--- config.mk ---
export PLATFORM = sky130hd
export DESIGN_NAME = predicate_init_engine
export DESIGN_NICKNAME = d
export VERILOG_FILES = /design/src/rtl/predicate_pkg.sv /design/src/rtl/predicate_init_engine.sv
export SDC_FILE = /design/constraint.sdc
export NUM_CORES = 1
export LEC_CHECK = 0
export BUFFER_PORTS_ARGS = -buffer_cell sky130_fd_sc_hd__buf_2
export CORE_MARGIN = 2
export CORE_UTILIZATION = 50
export DETAILED_ROUTE_END_ITERATION = 10
export PLACE_DENSITY = 0.84
export SKIP_LAST_GASP = 1
export SYNTH_ARGS = -nofsm -noshare
export SYNTH_HDL_FRONTEND = slang
export SYNTH_SLANG_ARGS = --single-unit
--- constraint.sdc ---
create_clock -name clk -period 2.55 [get_ports clk]
set_input_delay 0.255 -clock clk [delete_from_list [all_inputs] [get_ports clk]]
set_output_delay 0.255 -clock clk [all_outputs]
set_load 0.02 [all_outputs]
--- src/rtl/predicate_pkg.sv ---
// Shared sizing and state encoding for the predicate-file init engine.
package predicate_pkg;

  localparam int unsigned NUM_LANES = 8;
  localparam int unsigned NUM_WARPS = 8;
  localparam int unsigned NUM_PREGS = 16;
  localparam int unsigned PR_ADDR_W = $clog2(NUM_PREGS);
  localparam int unsigned WARP_W    = $clog2(NUM_WARPS);

  typedef enum logic [1:0] {
    ST_IDLE   = 2'd0,
    ST_WRITE  = 2'd1,
    ST_VERIFY = 2'd2,
    ST_DONE   = 2'd3
  } pie_state_t;

endpackage

--- src/rtl/predicate_init_engine.sv ---
// Fills every predicate register of one warp with a value on the selected
// lanes, then optionally reads each register back and flags the first mismatch.
module predicate_init_engine
  import predicate_pkg::*;
#(
  parameter int unsigned NUM_LANES = predicate_pkg::NUM_LANES,
  parameter int unsigned NUM_WARPS = predicate_pkg::NUM_WARPS,
  parameter int unsigned NUM_PREGS = predicate_pkg::NUM_PREGS,
  parameter bit          VERIFY    = 1'b1
) (
  input  logic                         clk,
  input  logic                         rst,
  input  logic                         req_valid,
  output logic                         req_ready,
  input  logic [$clog2(NUM_WARPS)-1:0] req_warp,
  input  logic [NUM_LANES-1:0]         req_lane_mask,
  input  logic                         req_value,
  output logic                         done_valid,
  output logic                         done_error,
  output logic [$clog2(NUM_PREGS)-1:0] done_err_addr,
  input  logic                         pr_grant,
  output logic [$clog2(NUM_WARPS)-1:0] pr_warp_selector,
  output logic [NUM_LANES-1:0]         pr_write_en,
  output logic [$clog2(NUM_PREGS)-1:0] pr_waddr,
  output logic [NUM_LANES-1:0]         pr_wdata,
  output logic [NUM_LANES-1:0]         pr_read_en_0,
  output logic [$clog2(NUM_PREGS)-1:0] pr_raddr_0,
  input  logic [NUM_LANES-1:0]         pr_rdata_0
);

  localparam int unsigned AW = $clog2(NUM_PREGS);
  localparam int unsigned WW = $clog2(NUM_WARPS);

  pie_state_t            state_q, state_d;
  logic [AW-1:0]         cnt_q, cnt_d;
  logic [WW-1:0]         warp_q;
  logic [NUM_LANES-1:0]  mask_q;
  logic                  value_q;
  logic                  err_q, err_d;
  logic [AW-1:0]         err_addr_q, err_addr_d;
  logic                  accept;

  logic                  last_addr;
  logic [NUM_LANES-1:0]  fill;
  logic                  mismatch;

  assign last_addr = (cnt_q == AW'(NUM_PREGS - 1));
  assign fill      = {NUM_LANES{value_q}};
  assign mismatch  = |((pr_rdata_0 ^ fill) & mask_q);

  assign pr_warp_selector = warp_q;
  assign done_error       = err_q;
  assign done_err_addr    = err_addr_q;

  // State, counter, request latch and error capture registers.
  always_ff @(posedge clk or posedge rst) begin
    if (rst) begin
      state_q    <= ST_IDLE;
      cnt_q      <= '0;
      warp_q     <= '0;
      mask_q     <= '0;
      value_q    <= 1'b0;
      err_q      <= 1'b0;
      err_addr_q <= '0;
    end else begin
      state_q    <= state_d;
      cnt_q      <= cnt_d;
      err_q      <= err_d;
      err_addr_q <= err_addr_d;
      if (accept) begin
        warp_q  <= req_warp;
        mask_q  <= req_lane_mask;
        value_q <= req_value;
      end
    end
  end

  // Next-state, counter advance, port driving and read-back compare.
  always_comb begin
    state_d      = state_q;
    cnt_d        = cnt_q;
    err_d        = err_q;
    err_addr_d   = err_addr_q;
    accept       = 1'b0;
    req_ready    = 1'b0;
    done_valid   = 1'b0;
    pr_write_en  = '0;
    pr_waddr     = '0;
    pr_wdata     = '0;
    pr_read_en_0 = '0;
    pr_raddr_0   = '0;

    unique case (state_q)
      ST_IDLE: begin
        req_ready = 1'b1;
        if (req_valid) begin
          accept     = 1'b1;
          cnt_d      = '0;
          err_d      = 1'b0;
          err_addr_d = '0;
          state_d    = (req_lane_mask == '0) ? ST_DONE : ST_WRITE;
        end
      end

      ST_WRITE: begin
        // Counter only moves on granted cycles so no address is skipped.
        if (pr_grant) begin
          pr_write_en = mask_q;
          pr_waddr    = cnt_q;
          pr_wdata    = fill;
          cnt_d       = cnt_q + AW'(1);
          if (last_addr) begin
            state_d = VERIFY ? ST_VERIFY : ST_DONE;
          end
        end
      end

      ST_VERIFY: begin
        pr_read_en_0 = mask_q;
        pr_raddr_0   = cnt_q;
        cnt_d        = cnt_q + AW'(1);
        // Only the first failing address is reported.
        if (mismatch && !err_q) begin
          err_d      = 1'b1;
          err_addr_d = cnt_q;
        end
        if (last_addr) begin
          state_d = ST_DONE;
        end
      end

      ST_DONE: begin
        done_valid = 1'b1;
        state_d    = ST_IDLE;
      end

      default: state_d = ST_IDLE;
    endcase
  end

endmodule

======== After elaboration in Yosys (flattened, before gate mapping) ========
Cells that the tools add are included.
word-level totals
  input port bits ......................... 24
  output and inout port bits .............. 42
  logic and storage cells ................. 55
  flip-flop bits (word level) ............. 23
operators by class
  muxes and demuxes ....................... 26
  reductions and logical operators ........ 10
  equal/unequal tests ..................... 9
  add/subtract/negate cells ............... 1
  bitwise gates (word level) .............. 2
operators by type and width
  operator               count
  $mux W8                5
  $mux W4                6
  $pmux W4 S3            1
  $mux W2                5
  $ne A2 B2 Y1 const B   5
  $and A8 B8 Y8          1
  $logic_not A8 Y1       1
  $pmux W2 S4            1
  $pmux W4 S2            1
  $reduce_or A8 Y1       1
  $xor A8 B8 Y8          1
  $mux W1                6
  $reduce_and A3 Y1      2
  $add A4 B1 Y4 const B  1
  $eq A2 B2 Y1 const B   2
  $eq A4 B4 Y1 const B   1
  $reduce_and A4 Y1      1
  $reduce_bool A3 Y1     1
  $eq A2 B1 Y1 const B   1
  $logic_not A2 Y1       1
  $pmux W1 S2            1
  $reduce_bool A2 Y1     1
  $logic_and A1 B1 Y1    1
  $logic_not A1 Y1       1

======== Depth between registers and ports, before layout ========
Gate-level depths: netlist of run 1.
  depth after elaboration ................. 6
  mapped depth ............................ 7
  mapped depth without buffers ............ 7

======== Worst setup path after synthesis of run 1 ========
Ideal clock, no wire load.
  path kind ............................... reg-to-output
  from .................................... register state_q[0]
  to ...................................... output port pr_raddr_0[0]
  required time ........................... 2295 ps
  buffers on the path ..................... 3
  slack ................................... 706 ps
  data arrival time ....................... 1589 ps
  stages on the path, launching flop included .. 7
  path through ............................ dfrtp_1 > inv_1 > ha_1 > clkbuf_1 > clkbuf_1 > clkbuf_1 > and2_1
between the ends
  word-level cells in the longest chain between the ends .. 2
ends and longest elaborated chain
  item                    line                         RTL
  from (decl)             predicate_init_engine.sv:34  pie_state_t state_q, state_d;
  from (signal assigned)  predicate_init_engine.sv:66  state_q <= state_d;
  $eq A2 B2 Y1            predicate_init_engine.sv:93  unique case (state_q)
  $mux W4                 predicate_init_engine.sv:93
  to (decl)               predicate_init_engine.sv:27  output logic [$clog2(NUM_PREGS)-1:0] pr_raddr_0,
No other way between the ends.

======== Final worst setup path of run 1 ========
  from .................................... register state_q[0]
  to ...................................... output port pr_read_en_0[3]
between the ends
  word-level cells in the longest chain between the ends .. 2
ends and longest elaborated chain
  item          line                         RTL
  $eq A2 B2 Y1  predicate_init_engine.sv:93
  $mux W8       predicate_init_engine.sv:93
  to (decl)     predicate_init_engine.sv:26  output logic [NUM_LANES-1:0] pr_read_en_0,
No other way between the ends.

==> results of run 1 <==
[report_power, final]
group          total, mW  leakage [nW]  internal, mW  switching (mW)
clock network      0.169        0.0150        0.0610           0.108
registers          0.715         0.285         0.524           0.191
logic               1.21         0.717         0.476           0.737
total               2.10          1.02          1.06            1.04
[final cells by class]
| class | instances | area, sq um |
|---|---|---|
| timing repair buffer | 65 | 325.3 |
| inverter | 17 | 63.81 |
| clock buffer | 4 | 26.28 |
| tap | 31 | 38.79 |
| multi-input combinational | 108 | 759.5 |
| sequential | 23 | 575.6 |
| fill | 240 | 992.2 |
[registers in the layout (all words and copies together), names as in the netlist]
| name | flops |
|---|---|
| value_q | 1 |
| done_error | 1 |
| state_q | 2 |
| mask_q | 8 |
| pr_warp_selector | 3 |
| done_err_addr | 4 |
| cnt_q | 4 |
[worst min-delay path by stage]
| stage | slack, ns | cells after the start | end |
|---|---|---|---|
| 6_report | 0.11 | 2 | pr_warp_selector[2] |
| 5_1_grt | 0.17 | 2 | pr_warp_selector[1] |
| 4_1_cts | 0.14 | 2 | cnt_q[1] |
| 3_5_place_dp | 0.48 | 2 | pr_warp_selector[0] |
| 3_3_place_gp | 0.47 | 2 | mask_q[6] |
| 2_1_floorplan | 0.26 | 1 | cnt_q[0] |
[through the flow]
stage	power (mW)	cell area, sq um	utilization	cells
5_1_grt	2.269	1789	0.6433	248
4_1_cts	2.095	1789	0.6433	248
3_5_place_dp	1.930	1763	0.6338	244
2_1_floorplan	1.591	1478	-	162
3_3_place_gp	1.892	1763	0.6338	244
6_report	2.097	1789	0.6433	248
[cells by family after synthesis]
family          Yosys count  synth area share
compound gates           31            0.1431
fa+ha+maj                 6           0.05080
buf+inv                  31           0.09652
flops                    23            0.3895
mux                      13           0.09822
simple gates             58            0.2218
[metal layers]
| metal | vias to the layer above | global-route usage | routed length (microns) |
|---|---|---|---|
| met1 | 654 | 0.3121 | 1589 |
| met4 | 0 | 0.05316 | 27 |
| met2 | 67 | 0.3547 | 1690 |
| li1 | 682 | - | - |
| met5 | - | 0 | 0 |
| met3 | 4 | 0.03297 | 240 |
[cells in the mapped netlist (3+ instances only)]
| cell | number |
|---|---|
| nand4_1 | 4 |
| nor2_1 | 3 |
| o22ai_1 | 3 |
| nand2_1 | 10 |
| a221o_1 | 4 |
| nand3_1 | 9 |
| nor4_1 | 3 |
| ha_1 | 6 |
| buf_4 | 7 |
| and2_1 | 11 |
| mux2_2 | 12 |
| o21ai_0 | 11 |
| a22oi_1 | 4 |
| inv_1 | 16 |
| a21oi_1 | 3 |
| and3_1 | 12 |
| dfrtp_1 | 23 |
| clkbuf_1 | 6 |
==> results by group, run 1 <==
Status
  • Status: finished clean

Critical path
  • Critical Path Stages: 4
  • Buf/Inv on CP: 2
  • Reg2reg start: state_q[0]
  • FF-to-FF End: done_err_addr[1]
  • Crit path DAT: 1.95 ns
  • CP required: roughly 2.3 ns
  • Top delay family on crit path: adder cells
  • Startpoint types: flop
  • Crit path from: state_q[0]
  • Slowest cell on the critical path: ha_1
  • CP Class: reg -> out
  • Crit path max fanout: 26
  • Crit path cell chain: inv_1 > ha_1 > and2_2 > buf_2
  • R2R cell count: 6
  • Worst setup EP type: output port
  • Crit-path max cell delay: ~0.68 ns
  • Crit path to: pr_read_en_0[3]
  • Reg2reg setup slack: 0.45 ns

Synth
  • Main synth FF type: dfrtp_1
  • Register area share after synthesis: 0.3895
  • Synth top area share: 0.3895
  • Syn_area_per_cell: 9.121 sq um
  • Count of cell types in the netlist: 33
  • Fraction of registers with async set/reset: 1.000
  • Yosys warns: 0
  • Post-synth top area cell: dfrtp_1
  • Synth area leaders: dfrtp_1, mux2_2, and3_1
  • #FFs+latches synth: 23
  • Post-synth EDFFs: 0
  • Synthesized net count: 192
  • Mapped Cells: 162
  • Mapped cell area: 1478 sq um

Detailed routing
  • Drt first pass iters: 4
  • DRC errors left: 0
  • Routed wire length: 3547 microns
  • First-iteration detailed-routing DRC count: 51
  • Wire per inst: 14.30 microns
  • Via density: 5.673
  • Routed Antenna Nets: 0
  • Vias: 1407

Timing
  • TNS Setup: 0 ns
  • Clock skew: 0.002028 ns
  • Worst slew pin tran: about 0.89 ns
  • RSZ-0062 raised after global routing: no
  • Fmax: 453.6 MHz
  • Final Hold Vio Count: 0
  • Final period utilization: 0.8646
  • Slew HR: 0.4086
  • # setup viols final: 0
  • Final min period: 2.205 ns
  • Hold Slack: 0.1104 ns
  • Final Max Tran Viols: 0
  • Setup ws final: around 0.35 ns

Layout
  • Commonest non-fill, non-tap cell in the layout: buf_2
  • Area growth syn-to-layout: 21.08%
  • Final net count: roughly 250
  • Share of cells above drive strength 1: 0.3917
  • N_diodes: 0
  • Commonest non-fill, non-tap cells in the layout: buf_2, dfrtp_1, inv_1

Power and ir drop
  • P_leak: 1.017 nW
  • Pwr dens: 1172 nW/um^2
  • Maximum VDD drop: 1.044 mV

Clock network
  • Cts repair resizes: 0
  • Hold-fix buffers at CTS: 0
  • Clk_lat worst skew: 0.31 ns
  • Clock transition at path regs: 0.13 ns
  • CTS Buf Count: 3
  • Clock Sinks: 23
  • H-tree depth: 1
  • # Post-CTS Setup Buffers: 0
  • TritonCTS clock tree: yes
  • Maximum clock insertion buffer count: 2
  • Clock Root Buffer: clkbuf_4

Global route
  • Initial antenna violation count: 0
  • Largest net degree at the start of global routing: 27
  • Number of global-route vias before repair: 1298
  • First-pass GRT wire length: 5823 microns
  • Global Route Usage Sum: 0.2193
  • GRT Residual Overflow: 0

Place
  • RD Place Congestion: 0.7965
  • IO buf count: 65
  • Pre-CTS WS: 0.4953 ns
  • Post-DP HPWL: 2754 microns

Floorplan
  • Die W: 58.36 microns
  • I/O Pins: 66
  • Starting density of the core: 0.5313
  • Overall die area: 3406 sq um
  • Row count: 19
  • CORE AREA: 2781 sq um
  • Die H: ~58 microns

Job
  • Max-cap viol count: 0

Worst hold path
  • Class of the worst hold path: in -> async
Power figures use the tool's default switching activity.
==> run 2, diff against run 1 <==
--- a/config.mk
+++ b/config.mk
@@ -10,6 +10,7 @@
 export CORE_UTILIZATION = 50
 export DETAILED_ROUTE_END_ITERATION = 10
 export PLACE_DENSITY = 0.84
+export REMOVE_ABC_BUFFERS = 1
 export SKIP_LAST_GASP = 1
 export SYNTH_ARGS = -nofsm -noshare
 export SYNTH_HDL_FRONTEND = slang
==> run 2 against run 1 <==
Count of clock-buffer cells in the layout stayed put. Register-to-register slack is essentially flat. Flip-flop and latch count stayed put. Largest cell class unchanged.
==> results by group, run 2 (synthesis gave the netlist of run 1 again) <==
Status
  • Status: finished clean

Timing
  • Slew HR: 0.3896
  • Worst slew pin tran: 0.9146 ns
  • Final Max Tran Viols: 0
  • # setup viols final: 0
  • Clock skew: around 0.0059 ns
  • TNS Setup: 0 ns
  • RSZ-0062 raised after global routing: no
  • Final Hold Vio Count: 0
  • Setup ws final: 0.3413 ns
  • Final period utilization: 0.8662
  • Final min period: 2.209 ns
  • Hold Slack: about 0.12 ns
  • Fmax: ~450 MHz

Global route
  • Global Route Usage Sum: 0.2105
  • Initial antenna violation count: 0
  • First-pass GRT wire length: 5451 microns
  • GRT Residual Overflow: 0
  • Largest net degree at the start of global routing: 27
  • Number of global-route vias before repair: approximately 1300

Clock network
  • H-tree depth: 1
  • Cts repair resizes: 0
  • TritonCTS clock tree: yes
  • Maximum clock insertion buffer count: 2
  • CTS Buf Count: 3
  • Clock Sinks: 23
  • Clock transition at path regs: approximately 0.12 ns
  • Hold-fix buffers at CTS: 0
  • Clk_lat worst skew: 0.31 ns
  • # Post-CTS Setup Buffers: 0
  • Clock Root Buffer: clkbuf_4

Detailed routing
  • Drt first pass iters: 4
  • Wire per inst: ~14 microns
  • First-iteration detailed-routing DRC count: 60
  • Via density: 5.560
  • DRC errors left: 0
  • Routed wire length: 3563 microns
  • Vias: around 1400
  • Routed Antenna Nets: 0

Worst hold path
  • Class of the worst hold path: in -> async

Floorplan
  • I/O Pins: 66
  • Overall die area: ~3400 sq um
  • CORE AREA: 2781 sq um
  • Row count: 19
  • Die H: 58.36 microns
  • Starting density of the core: 0.5313
  • Die W: 58.36 microns

Layout
  • Max reg flops: 8
  • Fill count: 242
  • N_diodes: 0
  • Final cell count without fillers: 248
  • Commonest non-fill, non-tap cell in the layout: buf_2
  • Multi-input gate area: approximately 760 sq um
  • Area growth syn-to-layout: 21.08%
  • Share of cells above drive strength 1: 0.3917
  • Design area: 1789 sq um
  • Largest Register: mask_q
  • Final core occ: 0.6433
  • Final net count: between 200 and 250
  • Seq. cell area: 575.6 sq um
  • Commonest non-fill, non-tap cells in the layout: buf_2, dfrtp_1, inv_1

Place
  • Pre-CTS WS: 0.5057 ns
  • RD Place Congestion: roughly 0.8
  • IO buf count: 65
  • Post-DP HPWL: 2721 microns
  • Placed inst area: roughly 1800 sq um
  • Inst Count DP: 244

Critical path
  • Worst setup EP type: output port
  • Reg2reg setup slack: between 0.4 and 0.5 ns
  • Startpoint types: flop
  • Crit path DAT: a little under 2 ns
  • CP required: between 2 and 2.5 ns
  • Crit path max fanout: 26
  • CP Class: reg -> out

Power and ir drop
  • Pint: 1.061 mW
  • Pwr dens: 1171 nW/um^2
  • Logic gate share of total power: 0.578
  • Share of power burned in registers: 0.339
  • P_leak: 1.017 nW
  • Power Total: 2.095 mW
  • P_sw: around 1.0 mW
  • Clk network pwr share: 0.083
  • Switch share: 0.4938
  • Maximum VDD drop: 0.8710 mV

Job
  • Max-cap viol count: 0
[run 2: final timing paths]
path                                     start                  end  cells after the start
setup / recovery                    state_q[0]      pr_read_en_0[3]                      4
hold / removal                             rst  pr_warp_selector[2]                      2
setup reg to reg                    state_q[0]     done_err_addr[2]                      6
hold reg to reg            pr_warp_selector[0]  pr_warp_selector[0]                      1
max in group asynchronous                  rst           state_q[0]                      2
min in group clk                     req_value              value_q                      2
[run 2: power by group through the flow]
stage	Sequential (mW)	Combinational, mW	Clock [mW]
6_report	0.710	1.21	0.174
5_1_grt	0.733	1.33	0.192
4_1_cts	0.703	1.21	0.175
3_5_place_dp	0.712	1.21	0
3_3_place_gp	0.705	1.18	0
2_1_floorplan	0.718	0.831	0
[run 2: area by class of cell]
cell class | count | area share
clock buffers | 4 | 0.01469
inverters | 17 | 0.03566
multi-input cells | 108 | 0.4245
flip-flops and latches | 23 | 0.3217
well taps | 31 | 0.02168
repair buffers | 65 | 0.1818
[run 2: per-layer routing]
layer	GRT usage	vias up	wire, microns
met4	0.08306	0	23
li1	-	679	-
met5	0	-	0
met2	0.3435	51	1771
met3	0.03516	4	218
met1	0.2796	645	1550
[run 2: worst max-delay path, stage by stage (launching register included)]
cell	delay (ns)
dfrtp_1	0.44
inv_1	0.12
ha_1	0.66
and2_2	0.27
buf_2	0.16
==> run 3, diff against run 2 <==
--- a/config.mk
+++ b/config.mk
@@ -6,10 +6,12 @@
 export NUM_CORES = 1
 export LEC_CHECK = 0
 export BUFFER_PORTS_ARGS = -buffer_cell sky130_fd_sc_hd__buf_2
+export CELL_PAD_IN_SITES_DETAIL_PLACEMENT = 0
+export CELL_PAD_IN_SITES_GLOBAL_PLACEMENT = 1
 export CORE_MARGIN = 2
-export CORE_UTILIZATION = 50
+export CORE_UTILIZATION = 36
 export DETAILED_ROUTE_END_ITERATION = 10
-export PLACE_DENSITY = 0.84
+export PLACE_DENSITY_LB_ADDON = 0.1
 export REMOVE_ABC_BUFFERS = 1
 export SKIP_LAST_GASP = 1
 export SYNTH_ARGS = -nofsm -noshare
==> run 3 against run 2 <==
Global-route usage is 4.1 points lower. Fmax is 2.3% higher. Largest power group unchanged. Core utilization is 18 points lower. Combinational power hardly changed. Sequential share of layout area is 0.75 points lower. Clock power is 36% higher. Highest routed layer unchanged. Sequential power hardly changed. Setup slack better by 0.051 ns. Largest cell class unchanged. Total power is 3.0% higher. Register-to-register slack better by 0.02 ns. Flip-flop and latch count stayed put.
==> results by group, run 3 (synthesis gave the netlist of run 1 again) <==
Status
  • Status: finished clean

Detailed routing
  • Drt first pass iters: 4
  • Vias: 1417
  • First-iteration detailed-routing DRC count: 88
  • Routed wire length: 3926 microns
  • DRC errors left: 0
  • Via density: 5.307
  • Routed Antenna Nets: 0
  • Wire per inst: 14.70 microns

Timing
  • Slew HR: 0.3975
  • Final Max Tran Viols: 0
  • RSZ-0062 raised after global routing: no
  • Worst slew pin tran: between 0.9 and 1 ns
  • Final Hold Vio Count: 0
  • Final min period: 2.158 ns
  • Clock skew: 0.005525 ns
  • Final period utilization: 0.8463
  • Fmax: 463.4 MHz
  • Hold Slack: 0.1698 ns
  • # setup viols final: 0
  • TNS Setup: 0 ns

Clock network
  • Hold-fix buffers at CTS: 0
  • Clock transition at path regs: 0.09 ns
  • Clk_lat worst skew: 0.27 ns
  • H-tree depth: 1
  • Maximum clock insertion buffer count: 2
  • CTS Buf Count: 3
  • Cts repair resizes: 0
  • # Post-CTS Setup Buffers: 0
  • TritonCTS clock tree: yes
  • Clock Sinks: 23
  • Clock Root Buffer: clkbuf_8

Layout
  • N_diodes: 0
  • Commonest non-fill, non-tap cell in the layout: buf_2
  • Max reg flops: 8
  • Final cell count without fillers: 267
  • Final core occ: 0.4612
  • Fill count: 406
  • Largest Register: mask_q
  • Area growth syn-to-layout: 23.96%
  • Final net count: 248
  • Design area: 1832 sq um
  • Share of cells above drive strength 1: 0.3917
  • Commonest non-fill, non-tap cells in the layout: buf_2, dfrtp_1, inv_1

Global route
  • Global Route Usage Sum: 0.1690
  • Initial antenna violation count: 0
  • Largest net degree at the start of global routing: 27
  • GRT Residual Overflow: 0
  • First-pass GRT wire length: 5871 microns
  • Number of global-route vias before repair: 1263

Place
  • Post-DP HPWL: 3063 microns
  • IO buf count: 65
  • RD Place Congestion: 0.8197
  • Placed inst area: about 1800 sq um
  • Inst Count DP: 263

Floorplan
  • Die W: 68.07 microns
  • CORE AREA: 3971 sq um
  • Row count: 23
  • I/O Pins: 66
  • Overall die area: 4633 sq um
  • Starting density of the core: 0.3721
  • Die H: slightly below 70 microns

Critical path
  • Slowest cell on the critical path: ha_1
  • Worst setup EP type: output port
  • Crit path DAT: 1.90 ns
  • R2R cell count: 6
  • CP Class: reg -> out
  • Crit-path max cell delay: 0.67 ns
  • Reg2reg start: state_q[0]
  • Startpoint types: flop
  • Reg2reg setup slack: 0.47 ns
  • Crit path cell chain: inv_1 > ha_1 > and2_2 > buf_2
  • FF-to-FF End: done_err_addr[2]
  • CP required: between 2 and 2.5 ns
  • Crit path max fanout: 26

Worst hold path
  • Class of the worst hold path: in -> async

Job
  • Max-cap viol count: 0

Power and ir drop
  • P_leak: 1.024 nW
  • Pwr dens: 1178 nW/um^2
  • Maximum VDD drop: 0.6671 mV
run 3: cell count changes in the layout (fill, tap and decap cells not counted):
cell      previous run  this run
clkbuf_4             3         0
clkbuf_8             0         3
run 3: stage by stage:
stage,power (mW),setup WS (ns)
global route,2.348,0.2193
global placement,1.904,0.6039
detailed placement,1.936,0.4765
floorplan,1.549,0.2822
finish,2.158,0.3918
CTS,2.171,0.3871
run 3: cell type report:
type	instances	area, sq um	area share
well taps	50	62.56	0.03415
clock buffers	4	45.04	0.02459
repair buffers	65	325.3	0.1776
flip-flops and latches	23	575.6	0.3142
multi-input cells	108	759.5	0.4146
inverters	17	63.81	0.03484
run 3: power breakdown:
part           internal [mW]  switching (mW)  leakage (nW)  total (mW)
Combinational          0.475           0.737         0.717        1.21
Clock                  0.112           0.124        0.0228       0.236
Sequential             0.525           0.185         0.285       0.710
Total                   1.11            1.05          1.02        2.16
run 3: worst max-delay path by stage:
| stage | startpoint | to |
|---|---|---|
| floorplan | state_q[1] | pr_wdata[0] |
| global placement | state_q[0] | done_err_addr[0] |
| detailed placement | state_q[0] | done_err_addr[2] |
| CTS | state_q[0] | pr_read_en_0[3] |
| global route | state_q[1] | cnt_q[2] |
| finish | state_q[0] | pr_read_en_0[3] |
run 3: per-layer routing:
metal	global-route usage	wire, microns
met5	0	0
met4	0.03750	21
met3	0.02467	180
met2	0.2876	2022
met1	0.2263	1702
run 3: worst max-delay path: cells and delay by family (launching register included):
family,cells,cell delay [ns]
adders and majority gates,1,0.67
DFF,1,0.42
and+or+nand+nor,1,0.26
buffers and inverters,2,0.28
